[config.mk]
export PLATFORM = sky130hd
export DESIGN_NAME = display_bcd_driver
export DESIGN_NICKNAME = d
export VERILOG_FILES = /design/src/rtl/display_bcd_driver.sv
export SDC_FILE = /design/constraint.sdc
export NUM_CORES = 1
export LEC_CHECK = 0
export ABC_CLOCK_PERIOD_IN_PS = 7200
export BUFFER_PORTS_ARGS = -buffer_cell sky130_fd_sc_hd__buf_2
export CAP_MARGIN = 20
export CORE_MARGIN = 1
export CORE_UTILIZATION = 50
export CTS_CLUSTER_SIZE = 24
export DETAILED_ROUTE_END_ITERATION = 16
export PLACE_DENSITY = 0.71
export SLEW_MARGIN = 20
export SYNTH_ARGS = -nofsm -noshare
export SYNTH_HDL_FRONTEND = slang
export SYNTH_SLANG_ARGS = --single-unit
[constraint.sdc]
create_clock -name clk -period 7.2 [get_ports clk]
set_input_delay 1.44 -clock clk [delete_from_list [all_inputs] [get_ports clk]]
set_output_delay 1.44 -clock clk [all_outputs]
set_load 0.01 [all_outputs]
[src/rtl/display_bcd_driver.sv]
// Sequential double-dabble converter from an unsigned binary display word to packed BCD,
// with registered active-low 7-segment outputs, leading-zero blanking and an overflow dash display.
module display_bcd_driver #(
  parameter int unsigned WIDTH    = 32,
  parameter int unsigned DIGITS   = 8,
  parameter bit          BLANK_LZ = 1'b1
) (
  input  logic                  clk,
  input  logic                  rst,
  input  logic                  in_valid,
  output logic                  in_ready,
  input  logic [WIDTH-1:0]      in_bin,
  output logic                  out_valid,
  output logic                  busy,
  output logic [4*DIGITS-1:0]   bcd,
  output logic [7*DIGITS-1:0]   seg,
  output logic                  ovf
);

  localparam int unsigned CW = $clog2(WIDTH + 1);

  typedef enum logic [1:0] {
    IDLE,
    SHIFT,
    DONE
  } state_t;

  state_t              state, state_nxt;
  logic [CW-1:0]       count;
  logic [WIDTH-1:0]    bin_sr;
  logic [4*DIGITS-1:0] scratch;
  logic [4*DIGITS-1:0] adj;
  logic                ovf_sticky;
  logic                last_iter;
  logic [7*DIGITS-1:0] seg_nxt;
  logic                seen_nz;

  function automatic logic [6:0] seg_encode(input logic [3:0] d);
    case (d)
      4'd0:    seg_encode = 7'b1000000;
      4'd1:    seg_encode = 7'b1111001;
      4'd2:    seg_encode = 7'b0100100;
      4'd3:    seg_encode = 7'b0110000;
      4'd4:    seg_encode = 7'b0011001;
      4'd5:    seg_encode = 7'b0010010;
      4'd6:    seg_encode = 7'b0000010;
      4'd7:    seg_encode = 7'b1111000;
      4'd8:    seg_encode = 7'b0000000;
      4'd9:    seg_encode = 7'b0010000;
      default: seg_encode = 7'b1111111;
    endcase
  endfunction

  assign last_iter = (count == CW'(WIDTH - 1));
  assign in_ready  = (state == IDLE);
  assign busy      = ~in_ready;

  always_ff @(posedge clk) begin
    if (rst) state <= IDLE;
    else     state <= state_nxt;
  end

  always_comb begin
    state_nxt = state;
    case (state)
      IDLE:    if (in_valid) state_nxt = SHIFT;
      SHIFT:   if (last_iter) state_nxt = DONE;
      DONE:    state_nxt = IDLE;
      default: state_nxt = IDLE;
    endcase
  end

  always_comb begin
    adj = scratch;
    for (int unsigned k = 0; k < DIGITS; k++) begin
      if (scratch[4*k +: 4] >= 4'd5) adj[4*k +: 4] = scratch[4*k +: 4] + 4'd3;
    end
  end

  // Walk from the top digit down so blanking stops at the first nonzero digit.
  always_comb begin
    seg_nxt = '1;
    seen_nz = 1'b0;
    for (int unsigned i = 0; i < DIGITS; i++) begin
      if (scratch[4*(DIGITS-1-i) +: 4] != 4'd0) seen_nz = 1'b1;
      if (ovf_sticky)
        seg_nxt[7*(DIGITS-1-i) +: 7] = 7'b0111111;
      else if (!(BLANK_LZ && !seen_nz && (i != DIGITS - 1)))
        seg_nxt[7*(DIGITS-1-i) +: 7] = seg_encode(scratch[4*(DIGITS-1-i) +: 4]);
    end
  end

  always_ff @(posedge clk) begin
    if (rst) begin
      count      <= '0;
      bin_sr     <= '0;
      scratch    <= '0;
      ovf_sticky <= 1'b0;
      bcd        <= '0;
      seg        <= '1;
      ovf        <= 1'b0;
      out_valid  <= 1'b0;
    end else begin
      out_valid <= 1'b0;
      case (state)
        IDLE: begin
          if (in_valid) begin
            bin_sr     <= in_bin;
            scratch    <= '0;
            ovf_sticky <= 1'b0;
            count      <= '0;
          end
        end
        SHIFT: begin
          // A 1 leaving the top digit means the value needs more than DIGITS digits.
          {scratch, bin_sr} <= {adj[4*DIGITS-2:0], bin_sr, 1'b0};
          if (adj[4*DIGITS-1]) ovf_sticky <= 1'b1;
          count <= count + CW'(1);
        end
        DONE: begin
          bcd       <= scratch;
          ovf       <= ovf_sticky;
          seg       <= seg_nxt;
          out_valid <= 1'b1;
        end
        default: ;
      endcase
    end
  end

endmodule

==> results.toml, run 1 <==
[run_status]
run_status = "complete, no violations"

[final_layout]
area_growth_pct = 15.40
layout-drive-gt1-share_pct = 15.30
nets = 1311
antenna_cells = 0

[timing]
worst_slack_ns = 3.343
final.period_utilization_pct = 53.57
finalHoldWorstSlack_ns = 0.4428
finalSetupViolCount = 0
fin_crit_ns = 3.857
setup_tns_ns = 0
rsz0062_at_grt = "false"
tightest_slew_ns = 1.033
slew_headroom_pct = 30.84
hold_viol = 0
fin_skew_ns = 0.005553
slew_violations = 0
fmax_mhz = 259.3

[floorplanning]
die-area_um2 = 19960
die_y_um = 141.3
core_um2 = 18830
num_io_pins = 127
core.rowCount = 50
die_w_um = 141.3
initial_core_util_pct = 51.50

[power_and_ir_drop]
switching_share_pct = 21.44
p_clk_share_pct = 46.2
max-vdd-ir-drop_mv = 0.1588
p_comb_share_pct = 3.8
p_leak_nw = 4.733
cell_internal_pwr_mw = 1.951
powerDensity_nw_per_um2 = 221.9
pwr-share-seq_pct = 50.0
switchingPower_mw = 0.5324

[setup_path]
r2r_cells = 8
crit_path_end_kind = "register"
start_kind = "register"
worst-setup-path-type = "reg2reg"
worstPathMaxFanout = 22
cp.required_ns = 7.56
cp.arrival_ns = 4.22

[clock_network]
cts_buffers = 23
cts_max_level = 1
hold_buffers = 0
cts_resized = 0
clk-insertion-delay-late_ns = 0.49
clock-root-buffer = "clkbuf_16"
clkTransAtPathRegs_ns = 0.06
cts_setup_buffers = 0
cts.sinks = 219
clock_path_buffers = 3
cts_tree = "built"

[route]
vias = 8104
drtIter0Drc = 453
drt_pass1_iterations = 5
drcViolationCount = 0
finalWirelength_mm = 21.80
ant_nets = 0
via_per_inst = 5.443
routedWlPerCell_um = 14.64

[logic_synthesis]
synth_largest_area_cell = "dfxtp_1"
synth_top_area_share_pct = 45.21
netlist_instances = 1120
synth_seq_area_share_pct = 45.21
yosysWarnings = 0
yosys-top-cells-area = "dfxtp_1 45%, ha_1 8.1%, nand2_1 5.8%, a21oi_1 5.2%, nand2b_1 4.5%"
netlist_area_um2 = 9698
synth_fp_nets = 1218
ys_types = 64
ys_ff_latch = 219
ys_async_sr_fraction_pct = 0
synthFlopType = "dfxtp_1"
synth_edf_count = 0
avgSynthCellArea_um2 = 8.659

[global_route]
grt_max_degree = 101
antenna_found_initial = 0
grtUsageTotal_pct = 21.93
grt_pass1_wl_mm = 36.36
grt-ovfl-total = 0
grt_pass1_vias = 7538

[min_path]
hp-class = "reg2reg"
min_path_cells = 2

[placement]
place.gp.congestion = 0.8668
place_ws_ns = 3.139
dpl.hpwl_mm = 14.57
placement.io_buffers = 126

[run]
cap_viol_max_count = 0
-- power groups by stage --
stage          clock network (mW)  logic, mW  registers [mW]
3_3_place_gp                    0     0.0925            1.27
2_1_floorplan                   0     0.0701            1.26
6_report                     1.15     0.0940            1.24
4_1_cts                      1.17     0.0941            1.24
3_5_place_dp                    0     0.0942            1.27
5_1_grt                      1.22      0.105            1.24
-- cell type report --
| type | count | area, um^2 |
|---|---|---|
| repair buffers | 133 | 685.7 |
| clock buffers | 34 | 676.9 |
| multi-input cells | 752 | 4742 |
| fillers | 1654 | 7639 |
| clock inverters | 7 | 62.56 |
| well taps | 260 | 325.3 |
| inverters | 84 | 315.3 |
| flip-flops and latches | 219 | 4384 |
-- synth_stat cells (3+ instances only) --
cell / instances
a21o_1: 6
a311oi_1: 18
buf_1: 6
o21a_1: 8
a21oi_1: 100
xnor2_1: 8
inv_1: 81
dfxtp_1: 219
and3_1: 4
nand3_1: 18
a221oi_1: 20
nor2_1: 46
a22oi_1: 10
nor3b_1: 16
nand2_1: 149
buf_2: 8
a211oi_1: 9
nor3_1: 16
o21ai_1: 8
o21ai_0: 45
ha_1: 63
a21boi_0: 3
nand2b_1: 70
clkbuf_1: 48
a22o_1: 8
mux2i_1: 9
nor2b_1: 4
a31oi_1: 8
o22ai_1: 68
-- cell usage in the layout (no fill, tap or decap), drive strengths merged, types with 6 or more instances in the layout --
master	synthesis	layout
dfxtp	219	219
nand2	150	150
buf	17	133
a21oi	100	100
inv	82	82
nand2b	70	70
o22ai	68	68
ha	63	63
o21ai	54	54
nor2	48	48
clkbuf	48	34
a221oi	20	20
a311oi	18	18
nand3	18	18
nor3	17	17
nor3b	16	16
a22oi	11	11
mux2i	9	9
a211oi	9	9
xnor2	8	8
a22o	8	8
o21a	8	8
a31oi	8	8
clkinv	2	7
a21o	6	6
-- layer usage --
layer / global-route usage [%] / wire length, um / vias up
met1: 29.04 / 10060 / 3780
li1: - / - / 4089
met4: 6.293 / 376 / 0
met5: 0 / 0 / -
met2: 36.61 / 10130 / 204
met3: 3.847 / 1232 / 31
-- path summary, 6_finish.rpt --
path	slack, ns	endpoint	start
setup / recovery	3.34	register	state[0]$_SDFFE_PP0P_
hold / removal	0.44	seg[25]$_SDFFE_PP1P_	register
setup reg to reg	3.34	register	state[0]$_SDFFE_PP0P_
hold reg to reg	0.44	seg[25]$_SDFFE_PP1P_	register
-- per-stage QoR --
stage	power [mW]	area, um^2	cells	utilization, %
2_1_floorplan	1.334	9698	1120	-
3_3_place_gp	1.361	10450	1448	55.51
3_5_place_dp	1.363	10450	1448	55.51
4_1_cts	2.511	11190	1489	59.44
5_1_grt	2.568	11190	1489	59.44
6_report	2.483	11190	1489	59.44
-- critical path: stages, from the launching register on --
cell and delay, ns:
dfxtp_1 0.69, nor2b_2 0.94, nand2b_1 0.73, o21ai_0 0.59, inv_1 0.16, ha_1 0.33
nand2_1 0.06, a22oi_1 0.17, nor2_1 0.05
-- cell families (layout without fill, tap and decap cells) --
family / after synthesis / count (layout) / share of synthesized area, %
AO/OA/AOI/OAI: 330 / 330 / 21.71
XOR/XNOR: 8 / 8 / 0.7225
buffers and inverters: 149 / 258 / 6.025
multiplexers: 10 / 10 / 1.045
AND/OR/NAND/NOR: 341 / 341 / 17.16
flip-flops: 219 / 219 / 45.21
adder cells (fa/ha/maj): 63 / 63 / 8.128
Note: power is estimated with default switching activity, not from simulation.
==> inputs of run 2 (changes only) <==
Settings changed: ABC_CLOCK_PERIOD_IN_PS 7200 to 3750.
Clock period 7.2 ns to 3.75 ns, I/O delays scaled along.
==> run 2 against run 1 <==
Compared with the run above: non-clock buffer count increased by 10; first-iteration DRC count down 3.8%; worst hold slack hardly changed; combinational power is 100% higher; worst setup slack worse by 2.5 ns; cell count increased by 0.74%; global-route usage is 0.073 points higher; highest routed layer unchanged.
==> results.toml, run 2 (synthesis gave the netlist of run 1 again) <==
[run_status]
run_status = "complete, no violations"

[clock_network]
cts_buffers = 23
cts_resized = 0
clkTransAtPathRegs_ns = 0.06
cts.sinks = 219
clk-insertion-delay-late_ns = 0.51
hold_buffers = 0
clock-root-buffer = "clkbuf_16"
clock_path_buffers = 3
cts_setup_buffers = 0
cts_max_level = 1
cts_tree = "built"

[power_and_ir_drop]
switchingPower_mw = 1.090
p_clk_share_pct = 46.9
switching_share_pct = 22.50
p_comb_share_pct = 3.9
p_leak_nw = 4.783
powerDensity_nw_per_um2 = 429.0
total_power_mw = 4.843
pwr-share-seq_pct = 49.2
max-vdd-ir-drop_mv = 0.3030
cell_internal_pwr_mw = 3.754

[placement]
placed_area_um2 = 10530
place.gp.congestion = 0.8840
placement.io_buffers = 126
dpl.hpwl_mm = 15.05
dp_cells = 1458

[timing]
hold_viol = 0
fin_skew_ns = 0.01413
slew_violations = 0
fin_crit_ns = 2.935
slew_headroom_pct = 41.19
tightest_slew_ns = 0.8821
fmax_mhz = 340.8
final.period_utilization_pct = 78.26
rsz0062_at_grt = "false"
finalSetupViolCount = 0
setup_tns_ns = 0

[route]
finalWirelength_mm = 22.20
ant_nets = 0
vias = 8128
via_per_inst = 5.419
drt_pass1_iterations = 5
routedWlPerCell_um = 14.80
drtIter0Drc = 436
drcViolationCount = 0

[setup_path]
crit_path_end_kind = "output port"
cp.arrival_ns = 2.18
critPathMaxStageDelay_ns = 0.62
path_buf_inv = 4
r2r-start = "scratch[24]$_SDFFE_PP0N_"
critPathCapture = "in_ready"
r2r_cells = 9
crit_slowest_cell = "dfxtp_1"
startpoint = "state[0]$_SDFFE_PP0P_"
start_kind = "register"
worstPathCellList = "clkinv_1, buf_4, nand2_1, inv_1, buf_2"
worstPathMaxFanout = 22
cp.required_ns = 3.00
path_depth = 5
worst-setup-path-type = "reg2out"
critPathTopFamily = "buffers and inverters"
rrSetupSlack_ns = 0.99

[final_layout]
final_common_cell = "dfxtp_1"
antenna_cells = 0
nFillCells = 1695
nets = 1321
area_growth_pct = 16.41
instances_no_fill = 1500
final_cell_mix = "219 x dfxtp_1, 149 x nand2_1, 125 x buf_2, 100 x a21oi_1, 81 x inv_1"
design_area_um2 = 11290
layout-drive-gt1-share_pct = 16.37
post-route-util_pct = 59.95

[global_route]
antenna_found_initial = 0
grt_util_met3_pct = 3.915
grt_pass1_vias = 7444
grt_pass1_wl_mm = 36.38
use_met2_pct = 36.29
grtUsageTotal_pct = 22.00
grt-ovfl-total = 0
grt_max_degree = 87
grt-busiest-layer = "met2"
grt_util_met1_pct = 29.87

[floorplanning]
die-area_um2 = 19960
die_y_um = 141.3
die_w_um = 141.3
core_um2 = 18830
num_io_pins = 127
core.rowCount = 50
initial_core_util_pct = 51.50

[min_path]
hp-class = "reg2reg"

[run]
cap_viol_max_count = 0
## run 2: cell types whose count changed in the layout (fill, tap and decap cells not counted), sizes merged
cell      delta
buf         +10
clkbuf       -8
clkinv       +3
clkinvlp     +3
inv          +2
bufinv       +1
## run 2: worst min path at each step
stage / start / to / cells past startpoint
2_1_floorplan: register / seg[10]$_SDFFE_PP1P_ / 2
3_3_place_gp: register / seg[30]$_SDFFE_PP1P_ / 2
3_5_place_dp: register / seg[18]$_SDFFE_PP1P_ / 2
4_1_cts: register / seg[28]$_SDFFE_PP1P_ / 2
5_1_grt: register / seg[46]$_SDFFE_PP1P_ / 2
6_report: register / seg[28]$_SDFFE_PP1P_ / 2
## run 2: through the flow
step / worst slack, ns / hold WS, ns
after floorplan: 0.9604 / 0.4218
after global placement: 0.9903 / 0.4250
after detailed placement: 0.9252 / 0.4335
after CTS: 0.8280 / 0.4414
after global routing: 0.7163 / 0.4581
final: 0.8153 / 0.4426
## run 2: power by group through the flow
stage | clock [mW] | combinational (mW) | sequential (mW)
2_1_floorplan | 0 | 0.135 | 2.43
3_3_place_gp | 0 | 0.186 | 2.43
3_5_place_dp | 0 | 0.188 | 2.43
4_1_cts | 2.31 | 0.189 | 2.38
5_1_grt | 2.42 | 0.208 | 2.39
6_report | 2.27 | 0.188 | 2.38
## run 2: cell type report
| cell class | count | area, um^2 | share of cell area (%) |
|---|---|---|---|
| Clock buffer | 26 | 606.8 | 5.375 |
| Clock inverter | 16 | 155.1 | 1.374 |
| Tap cell | 260 | 325.3 | 2.882 |
| Timing Repair Buffer | 143 | 760.7 | 6.738 |
| Sequential cell | 219 | 4384 | 38.83 |
| Multi-Input combinational cell | 752 | 4742 | 42.00 |
| Inverter | 84 | 315.3 | 2.793 |
## run 2: tightest hold or removal path, stage by stage, from the launching register on
cell,delay (ns)
dfxtp_1,0.31
o22ai_1,0.05
nand2b_1,0.06
## run 2: per-layer routing
metal / wire (um) / up-vias
met2: 10320 / 185
met3: 1170 / 29
met1: 10350 / 3812
met4: 357 / 0
met5: 0 / -
li1: - / 4102
==> inputs of run 3 (changes only) <==
Settings changed: ABC_CLOCK_PERIOD_IN_PS 3750 to 2400, PLACE_DENSITY 0.71 to 0.73.
Clock period 3.75 ns to 2.4 ns, I/O delays scaled along.
==> run 3 against run 2 <==
Compared with the run above: critical path depth rose by 5; routed wire length rose by 3.0%; largest power group is now the clock network; power rose by 62%; critical path type is now reg2reg.
==> results.toml, run 3 (synthesis gave the netlist of run 1 again) <==
[floorplanning]
initial_core_util_pct = 51.50
die_y_um = 141.3
core_um2 = 18830
core.rowCount = 50
die_w_um = 141.3
die-area_um2 = 19960
num_io_pins = 127

[run]
cap_viol_max_count = 0

[global_route]
grt_max_degree = 86
grtUsageTotal_pct = 22.58
grt-ovfl-total = 0
antenna_found_initial = 0
grt_pass1_vias = 7672
grt_pass1_wl_mm = 37.20

[route]
via_per_inst = 5.417
drcViolationCount = 0
finalWirelength_mm = 22.86
drt_pass1_iterations = 5
routedWlPerCell_um = 14.87
drtIter0Drc = 711
ant_nets = 0
vias = 8332

[placement]
dpl.hpwl_mm = 15.53
placement.io_buffers = 126
dp_cells = 1492
place.gp.congestion = 0.9004

[timing]
fmax_mhz = 436.2
tightest_slew_ns = 0.5096
fin_crit_ns = 2.293
setup_tns_ns = 0
slew_violations = 0
rsz0062_at_grt = "false"
fin_skew_ns = 0.009117
slew_headroom_pct = 66.03
finalHoldWorstSlack_ns = 0.2319
final.period_utilization_pct = 95.53
finalSetupViolCount = 0
hold_viol = 0

[final_layout]
antenna_cells = 0
final_cell_mix = "215 x dfxtp_1, 149 x nand2_1, 125 x buf_2, 98 x a21oi_1, 79 x inv_1"
nets = 1358
instances_no_fill = 1538
final_common_cell = "dfxtp_1"
post-route-util_pct = 62.34
nFillCells = 1611
area_growth_pct = 21.04
layout-drive-gt1-share_pct = 20.66

[clock_network]
clock-root-buffer = "clkbuf_16"
hold_buffers = 0
cts_buffers = 24
clkTransAtPathRegs_ns = 0.06
cts_tree = "built"
cts_max_level = 1
clk-insertion-delay-late_ns = 0.51
cts.sinks = 219
clock_path_buffers = 3

[setup_path]
cp.required_ns = 2.83
worstPathMaxFanout = 6
worstPathCellList = "inv_1, ha_1, nand2b_1, a21oi_1, xnor2_1, a22oi_2, ha_1, nor2_1, o21ai_0, a21boi_0"
crit_slowest_cell = "dfxtp_1"
critPathMaxStageDelay_ns = 0.34
worst-setup-path-type = "reg2reg"
start_kind = "register"
crit_path_end_kind = "register"
cp.arrival_ns = 2.72
path_common_cell = "ha_1"

[min_path]
hp-class = "in2reg"

[power_and_ir_drop]
p_leak_nw = 5.024
max-vdd-ir-drop_mv = 0.5002
total_power_mw = 7.841
powerDensity_nw_per_um2 = 668.0

[run_status]
run_status = "complete, no violations"
## run 3: what timing repair did
item,in CTS,in global routing
hold endpoints to repair,0,0
gates resized for setup,7,20
endpoints found under the setup margin,8,47
pin swaps,0,4
setup buffers,0,2
## run 3: cell type report
cell class	count	area [um^2]	share of cell area [%]
well taps	260	325.3	2.771
repair buffers	179	1056	8.996
clock inverters	17	181.4	1.546
multi-input cells	752	4816	41.03
clock buffers	27	653.1	5.564
flip-flops and latches	219	4389	37.39
inverters	84	317.8	2.707
## run 3: worst max-delay path: cells and delay by family, from the launching register on
family	cells	cell delay, ns
buf+inv	1	0.09
compound gates	4	1.03
xor+xnor	1	0.13
flops	1	0.34
simple gates	2	0.20
fa+ha+maj	2	0.39
## run 3: routing by layer
layer,track usage [%],vias up,part of all wire (%)
met1,29.63,3860,46
met5,0,-,0
met4,7.494,0,2.4
met2,37.26,239,46
li1,-,4189,-
met3,4.354,44,5.9
## run 3: metrics by stage
step | worst slack [ns] | area, um^2
final | 0.1073 | 11740
after CTS | 0.01300 | 11650
after global routing | 0.0009375 | 11740
after detailed placement | -0.03369 | 10810
after floorplan | 0.06141 | 9703
after global placement | 0.02221 | 10810
## run 3: path summary, 6_finish.rpt
check	start	endpoint	slack [ns]	cells after the start
max	scratch[5]$_SDFFE_PP0N_	register	0.11	10
min	in_bin[22]	bin_sr[22]$_SDFFE_PP0N_	0.23	3
max reg2reg	scratch[5]$_SDFFE_PP0N_	register	0.11	10
min reg2reg	register	seg[53]$_SDFFE_PP1P_	0.44	2
## run 3: report_power, final
part / total, mW / switching (mW) / internal (mW)
clock network: 3.80 / 1.51 / 2.29
logic: 0.319 / 0.188 / 0.131
registers: 3.72 / 0.0290 / 3.69
total: 7.84 / 1.73 / 6.11
